`src/rtl/demux_buf_pkg.sv`:
```
// Shared constants and helpers for the demux_buf block.
// Latency: n/a (package only).
// Backpressure: n/a (package only).
package demux_buf_pkg;

  // Default payload width and per-output FIFO depth.
  localparam int DEFAULT_WIDTH = 8;
  localparam int DEFAULT_DEPTH = 4;

  // Discard counter width and its saturation ceiling.
  localparam int              DROP_CNT_W   = 8;
  localparam logic [DROP_CNT_W-1:0] DROP_CNT_MAX = 8'd255;

  // Saturating increment: the counter sticks at DROP_CNT_MAX instead of wrapping.
  function automatic logic [DROP_CNT_W-1:0] sat_inc(input logic [DROP_CNT_W-1:0] v);
    logic [DROP_CNT_W-1:0] r;
    r = v;
    if (v != DROP_CNT_MAX) begin
      r = v + 8'd1;
    end
    return r;
  endfunction

endpackage

```
`src/rtl/demux_buf_sync_fifo.sv`:
```
// Show-ahead synchronous FIFO: head entry is presented whenever not empty.
// Latency: a push is visible at head_o/empty_o one cycle after the write edge.
// Backpressure: full_o comes from the registered count only; pushes while full are ignored.
module sync_fifo
  import demux_buf_pkg::*;
#(
  parameter int WIDTH = DEFAULT_WIDTH,
  parameter int DEPTH = DEFAULT_DEPTH
) (
  input  logic             clk,
  input  logic             rst_n,
  input  logic             push_i,
  input  logic [WIDTH-1:0] push_data_i,
  input  logic             pop_i,
  output logic             full_o,
  output logic             empty_o,
  output logic [WIDTH-1:0] head_o
);

  // Pointers are exactly log2(DEPTH) bits so they wrap modulo DEPTH for free;
  // the count needs one extra bit to represent DEPTH itself.
  localparam int AW = $clog2(DEPTH);
  localparam int CW = AW + 1;

  logic [AW-1:0]    wr_ptr_q, wr_ptr_d;
  logic [AW-1:0]    rd_ptr_q, rd_ptr_d;
  logic [CW-1:0]    count_q, count_d;
  logic [WIDTH-1:0] mem_q [DEPTH];

  logic push_ok;
  logic pop_ok;

  // Full/empty are pure functions of the registered count, so a full FIFO
  // cannot accept a push even when its head leaves in the same cycle.
  assign full_o  = (count_q == CW'(DEPTH));
  assign empty_o = (count_q == '0);
  assign push_ok = push_i & ~full_o;
  assign pop_ok  = pop_i & ~empty_o;

  // Head entry is read straight from storage: no bypass from the write port.
  assign head_o = mem_q[rd_ptr_q];

  // Next-state for pointers and occupancy; push+pop together keeps the count.
  always_comb begin
    wr_ptr_d = wr_ptr_q;
    rd_ptr_d = rd_ptr_q;
    count_d  = count_q;
    if (push_ok) begin
      wr_ptr_d = wr_ptr_q + AW'(1);
    end
    if (pop_ok) begin
      rd_ptr_d = rd_ptr_q + AW'(1);
    end
    case ({push_ok, pop_ok})
      2'b10:   count_d = count_q + CW'(1);
      2'b01:   count_d = count_q - CW'(1);
      default: count_d = count_q;
    endcase
  end

  // Control state register; reset empties the FIFO immediately.
  always_ff @(posedge clk or negedge rst_n) begin
    if (!rst_n) begin
      wr_ptr_q <= '0;
      rd_ptr_q <= '0;
      count_q  <= '0;
    end else begin
      wr_ptr_q <= wr_ptr_d;
      rd_ptr_q <= rd_ptr_d;
      count_q  <= count_d;
    end
  end

  // Payload storage; contents are don't-care while empty so it has no reset.
  always_ff @(posedge clk) begin
    if (push_ok) begin
      mem_q[wr_ptr_q] <= push_data_i;
    end
  end

endmodule

```
`src/rtl/demux_buf.sv`:
```
// Routes each input beat to one of two buffered outputs (s selects y0/y1), or discards it when e=0.
// Latency: 1 cycle from input transfer to output valid; no combinational bypass.
// Backpressure: i_ready follows the selected FIFO's full flag; discards always accepted.
// Optional feature: define DEMUX_BUF_DROP_CNT_EN to add the saturating drop_cnt output.
module demux_buf
  import demux_buf_pkg::*;
#(
  parameter int WIDTH = DEFAULT_WIDTH,
  parameter int DEPTH = DEFAULT_DEPTH
) (
  input  logic             clk,
  input  logic             rst_n,
  input  logic [WIDTH-1:0] i_data,
  input  logic             i_valid,
  output logic             i_ready,
  input  logic             s,
  input  logic             e,
  output logic [WIDTH-1:0] y0_data,
  output logic             y0_valid,
  input  logic             y0_ready,
  output logic [WIDTH-1:0] y1_data,
  output logic             y1_valid,
  input  logic             y1_ready
`ifdef DEMUX_BUF_DROP_CNT_EN
  ,
  output logic [DROP_CNT_W-1:0] drop_cnt
`endif
);

  logic full0, full1;
  logic empty0, empty1;
  logic sel_full;
  logic accept;
  logic push0, push1;
  logic pop0, pop1;

  // Readiness depends only on the routing controls and registered FIFO state,
  // never on payload; a disabled beat is always swallowed.
  assign sel_full = s ? full1 : full0;
  assign i_ready  = e ? ~sel_full : 1'b1;
  assign accept   = i_valid & i_ready;

  // Only the selected FIFO sees a push, so the two outputs stay independent.
  assign push0 = accept & e & ~s;
  assign push1 = accept & e & s;

  assign y0_valid = ~empty0;
  assign y1_valid = ~empty1;
  assign pop0     = y0_valid & y0_ready;
  assign pop1     = y1_valid & y1_ready;

  sync_fifo #(
    .WIDTH (WIDTH),
    .DEPTH (DEPTH)
  ) u_fifo0 (
    .clk         (clk),
    .rst_n       (rst_n),
    .push_i      (push0),
    .push_data_i (i_data),
    .pop_i       (pop0),
    .full_o      (full0),
    .empty_o     (empty0),
    .head_o      (y0_data)
  );

  sync_fifo #(
    .WIDTH (WIDTH),
    .DEPTH (DEPTH)
  ) u_fifo1 (
    .clk         (clk),
    .rst_n       (rst_n),
    .push_i      (push1),
    .push_data_i (i_data),
    .pop_i       (pop1),
    .full_o      (full1),
    .empty_o     (empty1),
    .head_o      (y1_data)
  );

`ifdef DEMUX_BUF_DROP_CNT_EN
  logic [DROP_CNT_W-1:0] drop_cnt_q, drop_cnt_d;

  // Count every accepted beat that was discarded because routing was disabled.
  always_comb begin
    drop_cnt_d = drop_cnt_q;
    if (accept & ~e) begin
      drop_cnt_d = sat_inc(drop_cnt_q);
    end
  end

  // Discard counter register.
  always_ff @(posedge clk or negedge rst_n) begin
    if (!rst_n) begin
      drop_cnt_q <= '0;
    end else begin
      drop_cnt_q <= drop_cnt_d;
    end
  end

  assign drop_cnt = drop_cnt_q;
`endif

endmodule

```
`config.mk`:
```
export PLATFORM = sky130hd
export DESIGN_NAME = demux_buf
export DESIGN_NICKNAME = d
export VERILOG_FILES = /design/src/rtl/demux_buf_pkg.sv /design/src/rtl/demux_buf_sync_fifo.sv /design/src/rtl/demux_buf.sv
export SDC_FILE = /design/constraint.sdc
export NUM_CORES = 1
export LEC_CHECK = 0
export ABC_CLOCK_PERIOD_IN_PS = 1800
export CAP_MARGIN = 20
export CORE_ASPECT_RATIO = 1.4
export CORE_MARGIN = 4
export CORE_UTILIZATION = 35
export DETAILED_ROUTE_END_ITERATION = 12
export GPL_TIMING_DRIVEN = 1
export PLACE_DENSITY = 0.52
export SYNTH_ARGS = -nofsm -noshare
export SYNTH_HDL_FRONTEND = slang
export SYNTH_SLANG_ARGS = --single-unit
```
`constraint.sdc`:
```
create_clock -name clk -period 1.8 [get_ports clk]
set_input_delay 0.27 -clock clk [delete_from_list [all_inputs] [get_ports clk]]
set_output_delay 0.27 -clock clk [all_outputs]
set_load 0.01 [all_outputs]
```
# Word level (Yosys, flattened, before mapping)

Memory sizes are Yosys's and may differ from the RTL's.
Index checks and enable logic that the tools add are counted.

Add/subtract/negate cells: 8
$mul: 0
Divide/modulo/power cells: 0
Order comparisons: 0
Equal/unequal tests: 6
Shift-type cells: 0
Muxes and demuxes: 8
Bitwise operators: 16
Reduce and logical (&&, ||, !) cells: 4

Operator list:

| kind                  | count |
|---|---|
| $pmux W3 S2           | 2 |
| $and A1 B1 Y1         | 10 |
| $add A2 B1 Y2 const B | 4 |
| $add A3 B1 Y3 const B | 2 |
| $eq A3 B3 Y1 const B  | 2 |
| $logic_not A3 Y1      | 2 |
| $mux W1               | 6 |
| $not A1 Y1            | 6 |
| $sub A3 B1 Y3 const B | 2 |
| $eq A2 B1 Y1 const B  | 2 |
| $eq A2 B2 Y1 const B  | 2 |
| $reduce_bool A2 Y1    | 2 |

Flip-flop bits (word level): 14
Latch bits: 0
Memory bits (writable): 64
Memory bits (read-only): 0
Bits of input ports: 15
Output and inout port bits: 19
Memories: 2

Memory list:

| name          | words | bits a word | read ports | clocked after Yosys merged registers in | wr ports | line                      | text |
|---|---|---|---|---|---|---|---|
| u_fifo0.mem_q | 4     | 8           | 1          | 0                                       | 1        | demux_buf_sync_fifo.sv:28 | `logic [WIDTH-1:0] mem_q [DEPTH];` |
| u_fifo1.mem_q | 4     | 8           | 1          | 0                                       | 1        | demux_buf_sync_fifo.sv:28 |  |

# Logic depth before layout (Yosys ltp)

Depth after elaboration: 10
Gate-level depth with buffers: 9
Gate-level depth less buffers: 9

# Hierarchy

A second synthesis with hierarchy kept.

Cell total of the unflattened synthesis: 167
Area, all modules: 3236.9 um^2

By module, submodules not included:

| module    | instances | cells an instance | area each (um^2) | sequential area each (um^2) |
|---|---|---|---|---|
| sync_fifo | 2         | 79                | 1592.8           | 1136.1 |
| demux_buf | 1         | 9                 | 51.3             | 0.0 |

# Least setup slack after synthesis

Ideal clock, no wire load.

Path type: flip-flop to flip-flop
From: reg u_fifo0.count_q[1]
To: reg u_fifo0.count_q[2]
Library setup time: 79 ps
Arrival: 1731 ps
Required time: 1721 ps
Slack: -11 ps
Cell stages (with the launch flop): 10
Period minus slack after synthesis: 1811 ps
Path through: dfrtp_1 inv_1 a311oi_4 inv_1 ha_1 inv_1 fa_1 xor2_1 nor2_1 xor2_1

Longest elaborated chain between the ends: 10
Elaborated cells on any way between the ends: 19
Those cells by class: add/sub (2); eq/ne (3); mux (3); bitwise (9); reduce/logical (2)

RTL lines:

| element                                                  | line                      | text |
|---|---|---|
| start: declaration                                       | demux_buf_sync_fifo.sv:27 | `logic [CW-1:0] count_q, count_d;` |
| start signal: assignment                                 | demux_buf_sync_fifo.sv:70 | `count_q <= count_d;` |
| $eq A3 B3 Y1                                             | demux_buf_sync_fifo.sv:35 | `assign full_o = (count_q == CW'(DEPTH));` |
| $mux W1                                                  | demux_buf.sv:39           | `assign sel_full = s ? full1 : full0;` |
| $not A1 Y1                                               | demux_buf.sv:40           | `assign i_ready = e ? ~sel_full : 1'b1;` |
| $mux W1                                                  | demux_buf.sv:40           |  |
| $and A1 B1 Y1                                            | demux_buf.sv:41           | `assign accept = i_valid & i_ready;` |
| $and A1 B1 Y1 (2 in a row)                               | demux_buf.sv:44           | `assign push0 = accept & e & ~s;` |
| $and A1 B1 Y1                                            | demux_buf_sync_fifo.sv:37 | `assign push_ok = push_i & ~full_o;` |
| $eq A2 B1 Y1 / $eq A2 B2 Y1 (equally long branches)      | demux_buf_sync_fifo.sv:54 | `case ({push_ok, pop_ok})` |
| $pmux W3 S2 / $reduce_bool A2 Y1 (equally long branches) | --                        |  |

Several ways; a longest one is shown, not always the timed one.
A chain may end at the register's enable or synchronous reset.

# Final worst setup path

From: reg u_fifo1.rd_ptr_q[0]
To: out y1_data[7]

Longest elaborated chain between the ends: 1

RTL lines:

| element                  | line                      | text |
|---|---|---|
| start: declaration       | demux_buf_sync_fifo.sv:26 | `logic [AW-1:0] rd_ptr_q, rd_ptr_d;` |
| start signal: assignment | demux_buf_sync_fifo.sv:69 | `rd_ptr_q <= rd_ptr_d;` |
| $mem_v2 Z4 W8            | --                        |  |
| end: declaration         | demux_buf.sv:21           | `output logic [WIDTH-1:0] y1_data,` |

No other way between the ends.

==> flow_summary.json <==
{
  "run_status": "finished, violations left",
  "violations": "negative setup slack",
  "routed_wl_um": 6268,
  "synth-seq-area-share_pct": 71.41,
  "mappedNetlistNets": 190,
  "layoutNonFillerInstCount": 352,
  "ys.warnings.count": 0,
  "utilization_pct": 49.45,
  "chipWidth_um": 88.58,
  "timing.critical_path.arrival_ps": 1570,
  "dp.cells": 319,
  "power.density_cell_area_mw_per_mm2": 1554,
  "path_buf_inv": 3,
  "initial_antenna_violation_count": 0,
  "timing.max_cap.violations": 0,
  "sw_frac_of_total_pct": 28.97,
  "route.antenna.remaining_nets": 0,
  "area_growth_pct": 35.35,
  "rows": 40,
  "power_dissipated_by_switching_net_loads_mw": 1.938,
  "grt_start_max_net_pins": 15,
  "timing.rr.start": "u_fifo1.count_q[1]",
  "grt_pass1_vias": 1880,
  "netlist_instances": 163,
  "cts.root.buffer_cell": "clkbuf_16",
  "cts_max_path_buffers": 2,
  "final_hold_viol_count": 0,
  "r2r.worst_path.cells": 8,
  "path_depth": 4,
  "max_slew_margin_pct": 68.22,
  "timing.critical_path.slowest_cell_delay_ps": 490,
  "global_route.usage.total_pct": 13.32,
  "fin_skew_ps": 5.000,
  "max_clock_freq_mhz": 543.4,
  "layout_worst_path_cycle_share_pct": 102.2,
  "postSynthAreaPerCell_um2": 19.52,
  "drtPass1Iterations": 4,
  "num-nets-final": 269,
  "die_height_um": 120.8,
  "clkSlewWorstSetupHoldPaths_ps": 60,
  "route.detailed.drc": 0,
  "avgViaCountPerCell": 4.767,
  "endpoint_kind": "output port",
  "design_power_mw": 6.691,
  "hold_class": "in2async",
  "critical_path.max_fanout": 5,
  "tightest_slew_ps": 476.7,
  "critical-path-slowest-cell": "mux4_2",
  "timing.critical_path.from": "u_fifo1.rd_ptr_q[0]",
  "max-vdd-ir-drop_v": 0.0007924,
  "cts_tree": "yes",
  "timing_max_transition_violations_final": 0,
  "dieArea_mm2": 0.01070,
  "power.share.sequential_pct": 37.6,
  "critical-path-top-delay-family": "multiplexers",
  "wl_per_cell_um": 17.81,
  "critPathKind": "reg2out",
  "finalCriticalPeriod_ps": 1840,
  "cp_data_required_time_ps": 1530,
  "clock_insertion_delay_worst_skew_ps": 330,
  "clock_power_share_pct": 26.4,
  "comb_power_share_pct": 36.0,
  "finalWeightedCongestion": 0.7941,
  "hold_bufs_inserted_after_cts": 0,
  "detailedPlacementHpwl_um": 4431,
  "finalSetupViolations": 8,
  "cts_made_buffers": 9,
  "place.port_buffers": 33,
  "cts_sinks": 78,
  "critical_path.cell_chain": "buf_6 -> buf_6 -> mux4_2 -> buf_6",
  "floorplan.initialDensity_pct": 36.54,
  "cts_max_level": 3,
  "design.core.area_mm2": 0.008708,
  "grt_overflow_total": 0,
  "detailroute.via_count": 1678,
  "finished_cell_area_mm2": 0.004307,
  "diodes": 0,
  "place_area_mm2": 0.003804,
  "share_of_cells_above_drive_strength_1_pct": 47.77,
  "least_setup_slack_across_all_paths_after_layout_ps": -40.26,
  "boundaryPins": 34,
  "unrepaired_setup_endpoints_after_global_routing": "yes",
  "ys_seq_elements": 78,
  "startpoint_type": "flip-flop",
  "first_pass_grt_wire_length_um": 10270,
  "dr.first_iter.drc_count": 65,
  "synthDistinctLibCells": 28,
  "synth_area_mm2": 0.003182,
  "p_int_mw": 4.753,
  "timing.critical_path.mode_cell": "buf_6",
  "power.leakage_nw": 1.613
}
[logic make-up (layout without fill, tap and decap cells)]
| logic type | count (synthesis) | in the layout | share of synthesized area, % |
|---|---|---|---|
| xor gates and xnor gates | 12 | 12 | 3.303 |
| muxes | 19 | 19 | 12.47 |
| and+or+nand+nor | 20 | 20 | 3.539 |
| buffers and inverters | 16 | 100 | 1.966 |
| DFF | 78 | 78 | 71.41 |
| adders and majority gates | 12 | 12 | 5.191 |
| AOI/OAI and AO/OA | 6 | 6 | 2.124 |
[state kept, by name (all words and copies together), names as in the netlist]
| signal | cells |
|---|---|
| u_fifo0.rd_ptr_q | 2 |
| u_fifo0.wr_ptr_q | 2 |
| u_fifo1.mem_q | 32 |
| u_fifo1.rd_ptr_q | 2 |
| u_fifo1.wr_ptr_q | 2 |
| u_fifo0.count_q | 3 |
| u_fifo1.count_q | 3 |
| u_fifo0.mem_q | 32 |
[cell usage in the layout, fill, tap and decap left out, drive strengths merged, types with 2 or more instances in the layout]
cell type | Yosys | final
edfxtp | 64 | 64
buf | 4 | 55
mux4 | 16 | 16
dfrtp | 14 | 14
inv | 12 | 14
clkbuf | 0 | 12
clkdlybuf4s50 | 0 | 11
ha | 10 | 10
and2 | 8 | 8
xnor2 | 6 | 6
xor2 | 6 | 6
nand2 | 5 | 5
clkinvlp | 0 | 3
nor2 | 3 | 3
fa | 2 | 2
dlygate4sd2 | 0 | 2
o31a | 2 | 2
or3 | 2 | 2
mux2 | 2 | 2
[worst paths after layout]
kind / slack (ps) / end
worst max-delay path: -40 / y1_data[7]
worst min-delay path: 250 / u_fifo0.count_q[2]
worst max register to register: -10 / u_fifo1.count_q[2]
max in group asynchronous: 1350 / u_fifo1.rd_ptr_q[1]
min in group clk: 540 / u_fifo0.count_q[1]
worst min register to register: 540 / u_fifo0.count_q[2]
[final cells by class]
type,count,area (um^2)
Sequential cell,78,2277
Fill cell,744,4402
Multi-Input combinational cell,69,897.1
Timing Repair Buffer,72,654.4
Tap cell,105,131.4
Clock buffer,10,229.0
Inverter,12,47.55
Clock inverter,6,70.07
[routing by layer]
layer	track usage, %	vias up	share of wire (%)
met1	14.92	865	37
met5	0	-	0
met2	23.78	32	58
met4	4.537	0	1.4
met3	3.681	8	3.7
li1	-	773	-
[what timing repair did]
action | in CTS | in global routing
gates resized for setup | 94 | 23
buffers inserted | 10 | 7
pin swaps | 8 | 11
setup endpoints to repair | 22 | 22
[stage by stage]
stage	setup WS [ps]	hold WS (ps)	setup TNS (ps)
finish	-40.26	254.2	-176.6
global route	-121.7	270.4	-1135
CTS	-74.95	255.4	-377.8
detailed placement	-433.0	563.6	-9996
global placement	-293.6	545.2	-7510
floorplan	0.1738	-25.59	0
[synth_stat cells]
library cell | count | share of area (%)
a31o_2 | 1 | 0.28
and2_1 | 4 | 0.79
edfxtp_1 | 64 | 60
mux4_2 | 16 | 11
a311oi_4 | 1 | 0.83
nor4b_1 | 1 | 0.28
o31a_2 | 1 | 0.31
mux2_4 | 1 | 0.47
inv_2 | 1 | 0.12
nand2_1 | 5 | 0.59
o21ai_0 | 1 | 0.16
mux2i_1 | 1 | 0.31
buf_1 | 2 | 0.24
a21oi_2 | 1 | 0.28
buf_2 | 2 | 0.31
dfrtp_1 | 14 | 11
xor2_1 | 6 | 1.7
and2_2 | 4 | 0.94
or3_2 | 1 | 0.24
nor2_1 | 3 | 0.35
nand3_1 | 1 | 0.16
or3_1 | 1 | 0.20
xnor2_1 | 6 | 1.7
mux2_2 | 1 | 0.35
ha_1 | 10 | 3.9
fa_1 | 2 | 1.3
o31a_1 | 1 | 0.28
inv_1 | 11 | 1.3
[worst register-to-register path: cells and delay by family (launching register included)]
family                   cells  cell delay (ps)
flip-flops                   1              420
buffers and inverters        3              390
AO/OA/AOI/OAI                1              320
XOR/XNOR                     2              290
adder cells (fa/ha/maj)      1              200
AND/OR/NAND/NOR              1              110
[power by group through the flow]
stage / combinational, mW / sequential, mW / clock, mW
floorplan: 1.21 / 2.38 / 0
global placement: 1.96 / 2.48 / 0
detailed placement: 2.07 / 2.52 / 0
CTS: 2.15 / 2.51 / 1.82
global route: 2.66 / 2.56 / 1.91
finish: 2.41 / 2.52 / 1.77
Power figures use the tool's default switching activity.
